### src/rtl/process_scheduler_pkg.sv
// Shared encodings for the round-robin process scheduler:
// per-entry run state and the scheduler FSM states.
package process_scheduler_pkg;

  typedef enum logic [1:0] {
    ENT_EMPTY   = 2'd0,
    ENT_READY   = 2'd1,
    ENT_BLOCKED = 2'd2,
    ENT_DONE    = 2'd3
  } ent_state_t;

  typedef enum logic [2:0] {
    S_IDLE   = 3'd0,
    S_RUN    = 3'd1,
    S_SELECT = 3'd2,
    S_WAIT   = 3'd3,
    S_LOAD   = 3'd4
  } fsm_state_t;

endpackage

### src/rtl/process_scheduler_rr_arbiter.sv
// Rotating priority encoder: grants the first set mask bit after i_origin,
// wrapping modulo NPROC, so the origin entry itself is considered last.
module rr_arbiter #(
  parameter int NPROC = 4,
  parameter int PID_W = 2
) (
  input  logic [NPROC-1:0] i_mask,
  input  logic [PID_W-1:0] i_origin,
  output logic             o_grant_valid,
  output logic [PID_W-1:0] o_grant_id
);

  // Walk from the farthest candidate to the nearest so the nearest wins.
  always_comb begin
    o_grant_valid = 1'b0;
    o_grant_id    = '0;
    for (int k = NPROC; k >= 1; k--) begin
      if (i_mask[i_origin + PID_W'(k)]) begin
        o_grant_valid = 1'b1;
        o_grant_id    = i_origin + PID_W'(k);
      end
    end
  end

endmodule

### src/rtl/process_scheduler.sv
// Round-robin process scheduler: process table, quantum counter and the
// IDLE/RUN/SELECT/WAIT/LOAD sequencer that issues switch requests to the CPU.
module process_scheduler
  import process_scheduler_pkg::*;
#(
  parameter int NPROC   = 4,
  parameter int PID_W   = 2,
  parameter int QUANTUM = 16,
  parameter int PC_W    = 32
) (
  input  logic             clk,
  input  logic             reset,
  input  logic             i_start,
  input  logic             i_create_valid,
  input  logic [PID_W-1:0] i_create_id,
  input  logic [PC_W-1:0]  i_create_pc,
  input  logic             i_instr_retire,
  input  logic [PC_W-1:0]  i_pc_in,
  input  logic             i_io_request,
  input  logic             i_io_done,
  input  logic [PID_W-1:0] i_io_id,
  input  logic             i_proc_end,
  output logic             o_switch_req,
  output logic [PC_W-1:0]  o_next_pc,
  output logic [PID_W-1:0] o_cur_proc,
  output logic             o_running,
  output logic             o_all_done
);

  localparam int             Q_W    = (QUANTUM > 1) ? $clog2(QUANTUM) : 1;
  localparam logic [Q_W-1:0] Q_LAST = Q_W'(QUANTUM - 1);

  ent_state_t       r_ent [NPROC];
  logic [PC_W-1:0]  r_pc  [NPROC];
  logic [Q_W-1:0]   r_qcnt;
  fsm_state_t       r_fsm, w_fsm_nxt;
  logic [PID_W-1:0] r_cur, r_origin;
  logic             r_switch, r_running, r_all_done;
  logic [PC_W-1:0]  r_next_pc;

  logic [NPROC-1:0] w_ready_mask;
  logic             w_live;
  logic             w_grant_valid;
  logic [PID_W-1:0] w_grant_id;
  logic             w_in_run, w_expire, w_event, w_search, w_load, w_start;

  always_comb begin
    w_ready_mask = '0;
    w_live       = 1'b0;
    for (int i = 0; i < NPROC; i++) begin
      w_ready_mask[i] = (r_ent[i] == ENT_READY);
      if (r_ent[i] == ENT_READY || r_ent[i] == ENT_BLOCKED) w_live = 1'b1;
    end
  end

  rr_arbiter #(.NPROC(NPROC), .PID_W(PID_W)) u_arb (
    .i_mask        (w_ready_mask),
    .i_origin      (r_origin),
    .o_grant_valid (w_grant_valid),
    .o_grant_id    (w_grant_id)
  );

  assign w_in_run = (r_fsm == S_RUN);
  assign w_expire = w_in_run && i_instr_retire && (r_qcnt == Q_LAST);
  assign w_event  = w_in_run && (i_proc_end || i_io_request || w_expire);
  assign w_search = (r_fsm == S_SELECT) || (r_fsm == S_WAIT);
  assign w_load   = w_search && w_grant_valid;
  assign w_start  = (r_fsm == S_IDLE) && i_start;

  always_ff @(posedge clk or posedge reset) begin
    if (reset) r_fsm <= S_IDLE;
    else       r_fsm <= w_fsm_nxt;
  end

  always_comb begin
    w_fsm_nxt = r_fsm;
    case (r_fsm)
      S_IDLE:   if (i_start) w_fsm_nxt = S_SELECT;
      S_RUN:    if (w_event) w_fsm_nxt = S_SELECT;
      S_SELECT: begin
        if (w_grant_valid) w_fsm_nxt = S_LOAD;
        else if (!w_live)  w_fsm_nxt = S_IDLE;
        else               w_fsm_nxt = S_WAIT;
      end
      S_WAIT:   if (w_grant_valid) w_fsm_nxt = S_LOAD;
      S_LOAD:   w_fsm_nxt = S_RUN;
      default:  w_fsm_nxt = S_IDLE;
    endcase
  end

  always_ff @(posedge clk or posedge reset) begin
    if (reset) begin
      r_switch   <= 1'b0;
      r_next_pc  <= '0;
      r_cur      <= '0;
      r_origin   <= '0;
      r_running  <= 1'b0;
      r_all_done <= 1'b0;
      r_qcnt     <= '0;
    end else begin
      r_switch <= w_load;
      if (w_start) r_origin <= PID_W'(NPROC - 1);
      // Outputs are registered on the search hit so they are all valid in LOAD.
      if (w_load) begin
        r_cur     <= w_grant_id;
        r_origin  <= w_grant_id;
        r_next_pc <= r_pc[w_grant_id];
        r_running <= 1'b1;
      end else if (w_event) begin
        r_running <= 1'b0;
      end
      if (w_load || w_event)
        r_qcnt <= '0;
      else if (w_in_run && i_instr_retire && r_qcnt != Q_LAST)
        r_qcnt <= r_qcnt + Q_W'(1);
      if (i_start || i_create_valid)
        r_all_done <= 1'b0;
      else if (r_fsm == S_SELECT && !w_grant_valid && !w_live)
        r_all_done <= 1'b1;
    end
  end

  // Later assignments win: a running-process event overrides a same-edge io_done.
  always_ff @(posedge clk or posedge reset) begin
    if (reset) begin
      for (int i = 0; i < NPROC; i++) begin
        r_ent[i] <= ENT_EMPTY;
        r_pc[i]  <= '0;
      end
    end else begin
      for (int i = 0; i < NPROC; i++) begin
        if (i_io_done && i_io_id == PID_W'(i) && r_ent[i] == ENT_BLOCKED)
          r_ent[i] <= ENT_READY;
        if (i_create_valid && i_create_id == PID_W'(i) &&
            !(r_running && r_cur == PID_W'(i))) begin
          r_ent[i] <= ENT_READY;
          r_pc[i]  <= i_create_pc;
        end
        if (w_event && r_cur == PID_W'(i)) begin
          if (i_proc_end) begin
            r_ent[i] <= ENT_DONE;
          end else if (i_io_request) begin
            r_ent[i] <= ENT_BLOCKED;
            r_pc[i]  <= i_pc_in;
          end else begin
            r_ent[i] <= ENT_READY;
            r_pc[i]  <= i_pc_in;
          end
        end
      end
    end
  end

  assign o_switch_req = r_switch;
  assign o_next_pc    = r_next_pc;
  assign o_cur_proc   = r_cur;
  assign o_running    = r_running;
  assign o_all_done   = r_all_done;

endmodule
### config.mk
export PLATFORM = sky130hd
export DESIGN_NAME = process_scheduler
export DESIGN_NICKNAME = d
export VERILOG_FILES = /design/src/rtl/process_scheduler_pkg.sv /design/src/rtl/process_scheduler_rr_arbiter.sv /design/src/rtl/process_scheduler.sv
export SDC_FILE = /design/constraint.sdc
export NUM_CORES = 1
export LEC_CHECK = 0
export ABC_CLOCK_PERIOD_IN_PS = 10900
export CORE_MARGIN = 3
export CORE_UTILIZATION = 40
export DETAILED_ROUTE_END_ITERATION = 7
export DONT_BUFFER_PORTS = 1
export HOLD_SLACK_MARGIN = 0.06
export SYNTH_ARGS = -nofsm -noshare
export SYNTH_HDL_FRONTEND = slang
export SYNTH_SLANG_ARGS = --single-unit
export TNS_END_PERCENT = 100
### constraint.sdc
create_clock -name clk -period 10.9 [get_ports clk]
set_input_delay 1.635 -clock clk [delete_from_list [all_inputs] [get_ports clk]]
set_output_delay 1.635 -clock clk [all_outputs]
set_load 0.02 [all_outputs]
==> results of run 1 <==
==> layer usage <==
metal / track usage, % / up-vias / share of wire, %
met2: 32.0 / 172 / 47
met3: 5.74 / 23 / 6.8
met1: 27.2 / 3593 / 45
met5: 0 / - / 0
met4: 4.69 / 0 / 1.4
li1: - / 3487 / -
==> worst paths after layout <==
check                                        start                   endpoint  slack, ns  cells after the start
min reg2reg                   r_fsm[2]$_DFFE_PP0P_       r_fsm[1]$_DFFE_PP0P_       0.52                      1
min in group asynchronous                    reset  o_next_pc[27]$_DFFE_PP0P_       1.15                      1
min                           r_fsm[2]$_DFFE_PP0P_       r_fsm[1]$_DFFE_PP0P_       0.52                      1
max reg2reg                r_origin[0]$_DFFE_PP0P_    r_origin[0]$_DFFE_PP0P_       7.12                      6
max                        r_origin[0]$_DFFE_PP0P_    r_origin[0]$_DFFE_PP0P_       7.12                      6
max in group asynchronous                    reset         r_pc[30]$_DFF_PP0_       8.48                      2
==> logic make-up after synthesis <==
kind of cell / Yosys count / synth area share [%]
fa+ha+maj: 13 / 1.62
mux: 143 / 14.7
compound gates: 255 / 18.6
simple gates: 301 / 14.6
flops: 182 / 45.4
buf+inv: 98 / 4.87
xor+xnor: 3 / 0.262
==> worst max-delay path, delay by kind of cell (launching register included) <==
family          cells  cell delay (ns)
compound gates      1             0.82
buf+inv             1             0.62
simple gates        3             0.74
flops               1             0.84
mux                 1             0.62
==> per-stage QoR <==
| step | power (W) | std cells | utilization [%] |
|---|---|---|---|
| final | 0.00354 | 1286 | 44.2 |
| after CTS | 0.00357 | 1286 | 44.2 |
| after global placement | 0.00289 | 1255 | 41.7 |
| after detailed placement | 0.00293 | 1255 | 41.7 |
| after floorplan | 0.00261 | 995 | - |
| after global routing | 0.00380 | 1286 | 44.2 |
==> layout by cell type (no fill, tap or decap), types with 17 or more instances in the layout <==
cell type,instances
dfrtp_1,182
nand2_1,145
mux2i_1,138
and3_1,64
o21ai_1,61
nor2_1,45
a21oi_1,40
o21ai_0,40
a211oi_1,33
a211oi_2,29
o31ai_2,29
buf_4,18
clkbuf_16,17
==> cell type report <==
type                            instances  area (sq um)
Fill cell                            2346         13600
Multi-Input combinational cell        715          5050
Sequential cell                       182          4550
Clock buffer                           21           460
Tap cell                              324           405
Clock inverter                         10           145
Timing Repair Buffer                   18           135
Inverter                               16          65.1
==> power breakdown <==
part	total, W	internal (W)	switching (W)
Combinational	0.00158	0.000631	0.000948
Sequential	0.00132	0.000997	0.000319
Clock	0.000648	0.000375	0.000273
==> flip-flops by register name, indices dropped and copies added (netlist names) <==
signal / flops
o_running: 1
o_switch_req: 1
o_cur_proc: 2
r_pc: 128
r_ent: 8
r_origin: 2
r_qcnt: 4
r_fsm: 3
o_all_done: 1
o_next_pc: 32
==> summary.txt, run 1 <==
ranking of synthesized cells by area = dfrtp_1 (45%), mux2i_1 (14%), nand2_1 (5.4%)
Seq/Total Area, Yosys = 45.4%
vias = 7275
CTS resizes = 0
async set-or-reset flop fraction in the synthesized netlist = 100%
count of cell types in the netlist = 61
CP Launch Type = register
actual slew at the worst max-slew pin = 1.02 ns
IO Port Bufs = 0
Die Wd = 164 microns
drt initial violations = 463
Slew Viols, Final = 0
total grt overflow = 0
cell area after synthesis = 10000 sq um
diode count = 0
top cell type's share of synthesized area = 45.4%
Tot GR Track Use = 20.1%
Main synth FF type = dfrtp_1
hold_buf cts = 0
setup ws final = 7.12 ns
crit-path max FO = 41
ratio of cells with drive above 1 in the final layout = 12.7%
YS warnings = 0
Pleak = 5.19 nW
DR WL/cell = 21.0 microns
num ports = 113
Max Buffers Root-to-Sink = 2
Slew Limit Headroom = 31.9%
vias in the first global route = 7098
EDFF count, synth = 0
Cell Area, Placed = 10200 sq um
DRC viols = 0
Setup crit end kind = register
core area = 24500 sq um
Syn Inst Count = 995
Yosys top cell by area = dfrtp_1
Synth Register Bits = 182
clock skew = 0.0115 ns
crit path max-delay cell type = dfrtp_1
clk sink count = 182
CP Cell Sequence = mux4_2 > or2_1 > o21bai_4 > buf_4 > nor3_1 > or3b_1
CP arrival = 4.07 ns
Setup violations, final = 0
htree depth = 4
routability cong. = 0.819
Skew-Pair Late Insertion Delay = 0.42 ns
crit share post-route = 34.7%
hpwl dp = 15800 microns
Area growth syn-to-layout = 7.75%
TNS Setup = 0 ns
post-route ant nets = 0
worst hold slack = 0.522 ns
num rows = 57
final net count = 1039
Mapped Nets = 1084
antenna violations before repair = 0
Worst Hold Class = reg -> reg
largest net degree at the start of global routing = 65
commonest cells in the netlist = dfrtp_1 (182), nand2_1 (145), mux2i_1 (138), and3_1 (64), o21ai_1 (62)
required time of the critical path = 11.19 ns
Post CTS Setup Buffer Count = 0
die span in y = 164 microns
Final Cell Area = 10800 sq um
root buffer cell = clkbuf_16
Mean Syn Cell Area = 10.1 sq um
final count of hold timing violations = 0
crit path kind = reg -> reg
clock tree from TritonCTS = built
Post-Place Setup Slack = 7.07 ns
drt first pass iters = 5
Initial Util = 41.0%
final wirelength = 27000 microns
status = finished, final reports clean
drt via density = 5.66
first-pass GRT wire length = 42000 microns
Peak VDD IR = 0.000209 V
Inserted Clock Buffers = 17
most frequent cell after synthesis = dfrtp_1
Max Cap Viol = 0
power density cells = 328 nW/um^2
CP peak stage delay = 0.84 ns
Die ar. = 27000 sq um
unrepaired setup endpoints after global routing = false
Clock Pin Slew Worst Setup and Hold Paths = 0.07 ns
Tmin final = 3.78 ns
Fmax = 0.264 GHz
Note: power is estimated with default switching activity, not from simulation.
==> inputs of run 2 (changes only) <==
ABC_CLOCK_PERIOD_IN_PS = 3000   (was 10900)
clock period = 3 ns   (was 10.9 ns; I/O delays follow)
==> run 2 against run 1 <==
Net effect:
- die area is the same
- largest cell class unchanged
- via count is 0.59% higher
- largest power group unchanged
- sequential cell count stayed put
==> summary.txt, run 2 (synthesized netlist as in run 1, its figures left out) <==
CP arrival = 2.97 ns (-1.10 ns)
vias in the first global route = 7253 (+2.2%)
Slew Limit Headroom = 31.5% (-0.39 points)
Final Cell Area = 11100 sq um (+2.3%)
routability cong. = 0.807 (-1.5%)
power density cells = 1180 nW/um^2 (+260%)
IO Port Bufs = 0 (unchanged)
drt first pass iters = 5 (unchanged)
worst hold slack = 0.0900 ns (-0.432 ns)
clock skew = 0.0130 ns (+0.00150 ns)
ratio of cells with drive above 1 in the final layout = 14.4% (+1.7 points)
largest net degree at the start of global routing = 41 (-37%)
Worst Hold Class = in -> reg
Die Wd = 164 microns (unchanged)
Inserted Clock Buffers = 17 (unchanged)
first-pass GRT wire length = 41700 microns (-0.54%)
crit path kind = reg -> reg
CTS resizes = 0 (unchanged)
unrepaired setup endpoints after global routing = false
htree depth = 4 (unchanged)
drt via density = 5.59 (-1.3%)
final wirelength = 26300 microns (-2.6%)
status = finished, final reports clean
Slew Viols, Final = 0 (unchanged)
DR WL/cell = 20.1 microns (-4.3%)
num rows = 57 (unchanged)
antenna violations before repair = 0 (unchanged)
Setup crit end kind = register
root buffer cell = clkbuf_16
vias = 7318 (+0.59%)
Max Cap Viol = 0 (unchanged)
Max Buffers Root-to-Sink = 2 (unchanged)
Pleak = 5.31 nW (+2.4%)
die span in y = 164 microns (unchanged)
actual slew at the worst max-slew pin = 1.03 ns (+0.00644 ns)
Tot GR Track Use = 19.8% (-0.23 points)
drt initial violations = 526 (+14%)
DRC viols = 0 (unchanged)
Area growth syn-to-layout = 10.2%
final count of hold timing violations = 0 (unchanged)
Setup violations, final = 0 (unchanged)
num ports = 113 (unchanged)
Non-Filler Instances = 1310 (+1.9%)
clock tree from TritonCTS = built
max reg flops = 128 (unchanged)
core area = 24500 sq um (unchanged)
crit share post-route = 87.9% (+53 points)
Peak VDD IR = 0.000505 V (+140%)
TNS Setup = 0 ns (unchanged)
Initial Util = 41.0% (unchanged)
Fmax = 0.379 GHz (+44%)
crit-path max FO = 25 (-39%)
post-route ant nets = 0 (unchanged)
clk sink count = 182 (unchanged)
Tmin final = 2.64 ns (-1.15 ns)
Cell Count Post-Placement = 1277 (+1.8%)
diode count = 0 (unchanged)
total grt overflow = 0 (unchanged)
most flop-heavy register = r_pc
most frequent cells in the layout = dfrtp_1 (182), nand2_1 (145), mux2i_1 (138), and3_1 (64), o21ai_1 (61)
Cell Area, Placed = 10500 sq um (+2.8%)
final net count = 1062 (+2.2%)
required time of the critical path = 3.33 ns (-7.86 ns)
Clock Pin Slew Worst Setup and Hold Paths = 0.07 ns (about the same)
Skew-Pair Late Insertion Delay = 0.43 ns (about the same)
Layout Utilization = 45.2% (+1.0 points)
Die ar. = 27000 sq um (unchanged)
most common cell after layout, fill and taps aside = dfrtp_1
hpwl dp = 17200 microns (+8.5%)
CP Launch Type = register
-- run 2: final timing paths --
| path | start | to | slack, ns | cells past startpoint |
|---|---|---|---|---|
| max | r_ent[7]$_DFFE_PP0P_ | o_next_pc[29]$_DFFE_PP0P_ | 0.36 | 9 |
| min | i_create_valid | o_all_done$_DFFE_PP0P_ | 0.09 | 1 |
| max reg2reg | r_ent[7]$_DFFE_PP0P_ | o_next_pc[29]$_DFFE_PP0P_ | 0.36 | 9 |
| min reg2reg | r_fsm[2]$_DFFE_PP0P_ | r_fsm[1]$_DFFE_PP0P_ | 0.51 | 1 |
| max in group asynchronous | reset | r_pc[62]$_DFF_PP0_ | 2.12 | 2 |
| min in group asynchronous | reset | r_pc[53]$_DFF_PP0_ | 0.12 | 1 |
-- run 2: through the flow --
step / total power (W) / worst slack [ns]
after floorplan: 0.00947 / 0.213
after global placement: 0.0108 / 0.445
after detailed placement: 0.0110 / 0.365
after CTS: 0.0132 / 0.356
after global routing: 0.0140 / 0.0730
final: 0.0130 / 0.364
-- run 2: final cells by class --
type / count / area (sq um)
fillers: 2312 / 13400
multi-input cells: 715 / 5050
flip-flops and latches: 182 / 4550
clock buffers: 23 / 458
repair buffers: 41 / 435
well taps: 324 / 405
clock inverters: 9 / 93.8
inverters: 16 / 63.8
-- run 2: critical path, cell delays in order, from the launching register on --
cell and delay, ns:
dfrtp_1 0.38, inv_1 0.11, ha_1 0.32, or3b_1 0.38, a21boi_1 0.30, or4_1 0.18, and2_4 0.26, buf_12 0.25
a211oi_1 0.08, o31ai_1 0.24
-- run 2: power by group --
group          internal (W)  total [W]  switching (W)  leakage (nW)
Sequential          0.00362    0.00475        0.00112          2.19
Clock               0.00118    0.00217       0.000998         0.262
Combinational       0.00263    0.00609        0.00346          2.86
Total               0.00743     0.0130        0.00558          5.31
-- run 2: what timing repair did --
item	in CTS	in global routing
buffers inserted	0	0
hold buffers	0	1
endpoints found under the hold margin	0	1
setup endpoints to repair	0	0
-- run 2: layer usage --
metal  vias to the layer above  wire [microns]  GRT usage [%]
li1                       3546               -              -
met1                      3598           12100           27.4
met2                       160           12200           31.4
met3                        14            1700           5.37
met4                         0             251           4.23
met5                         -               0              0
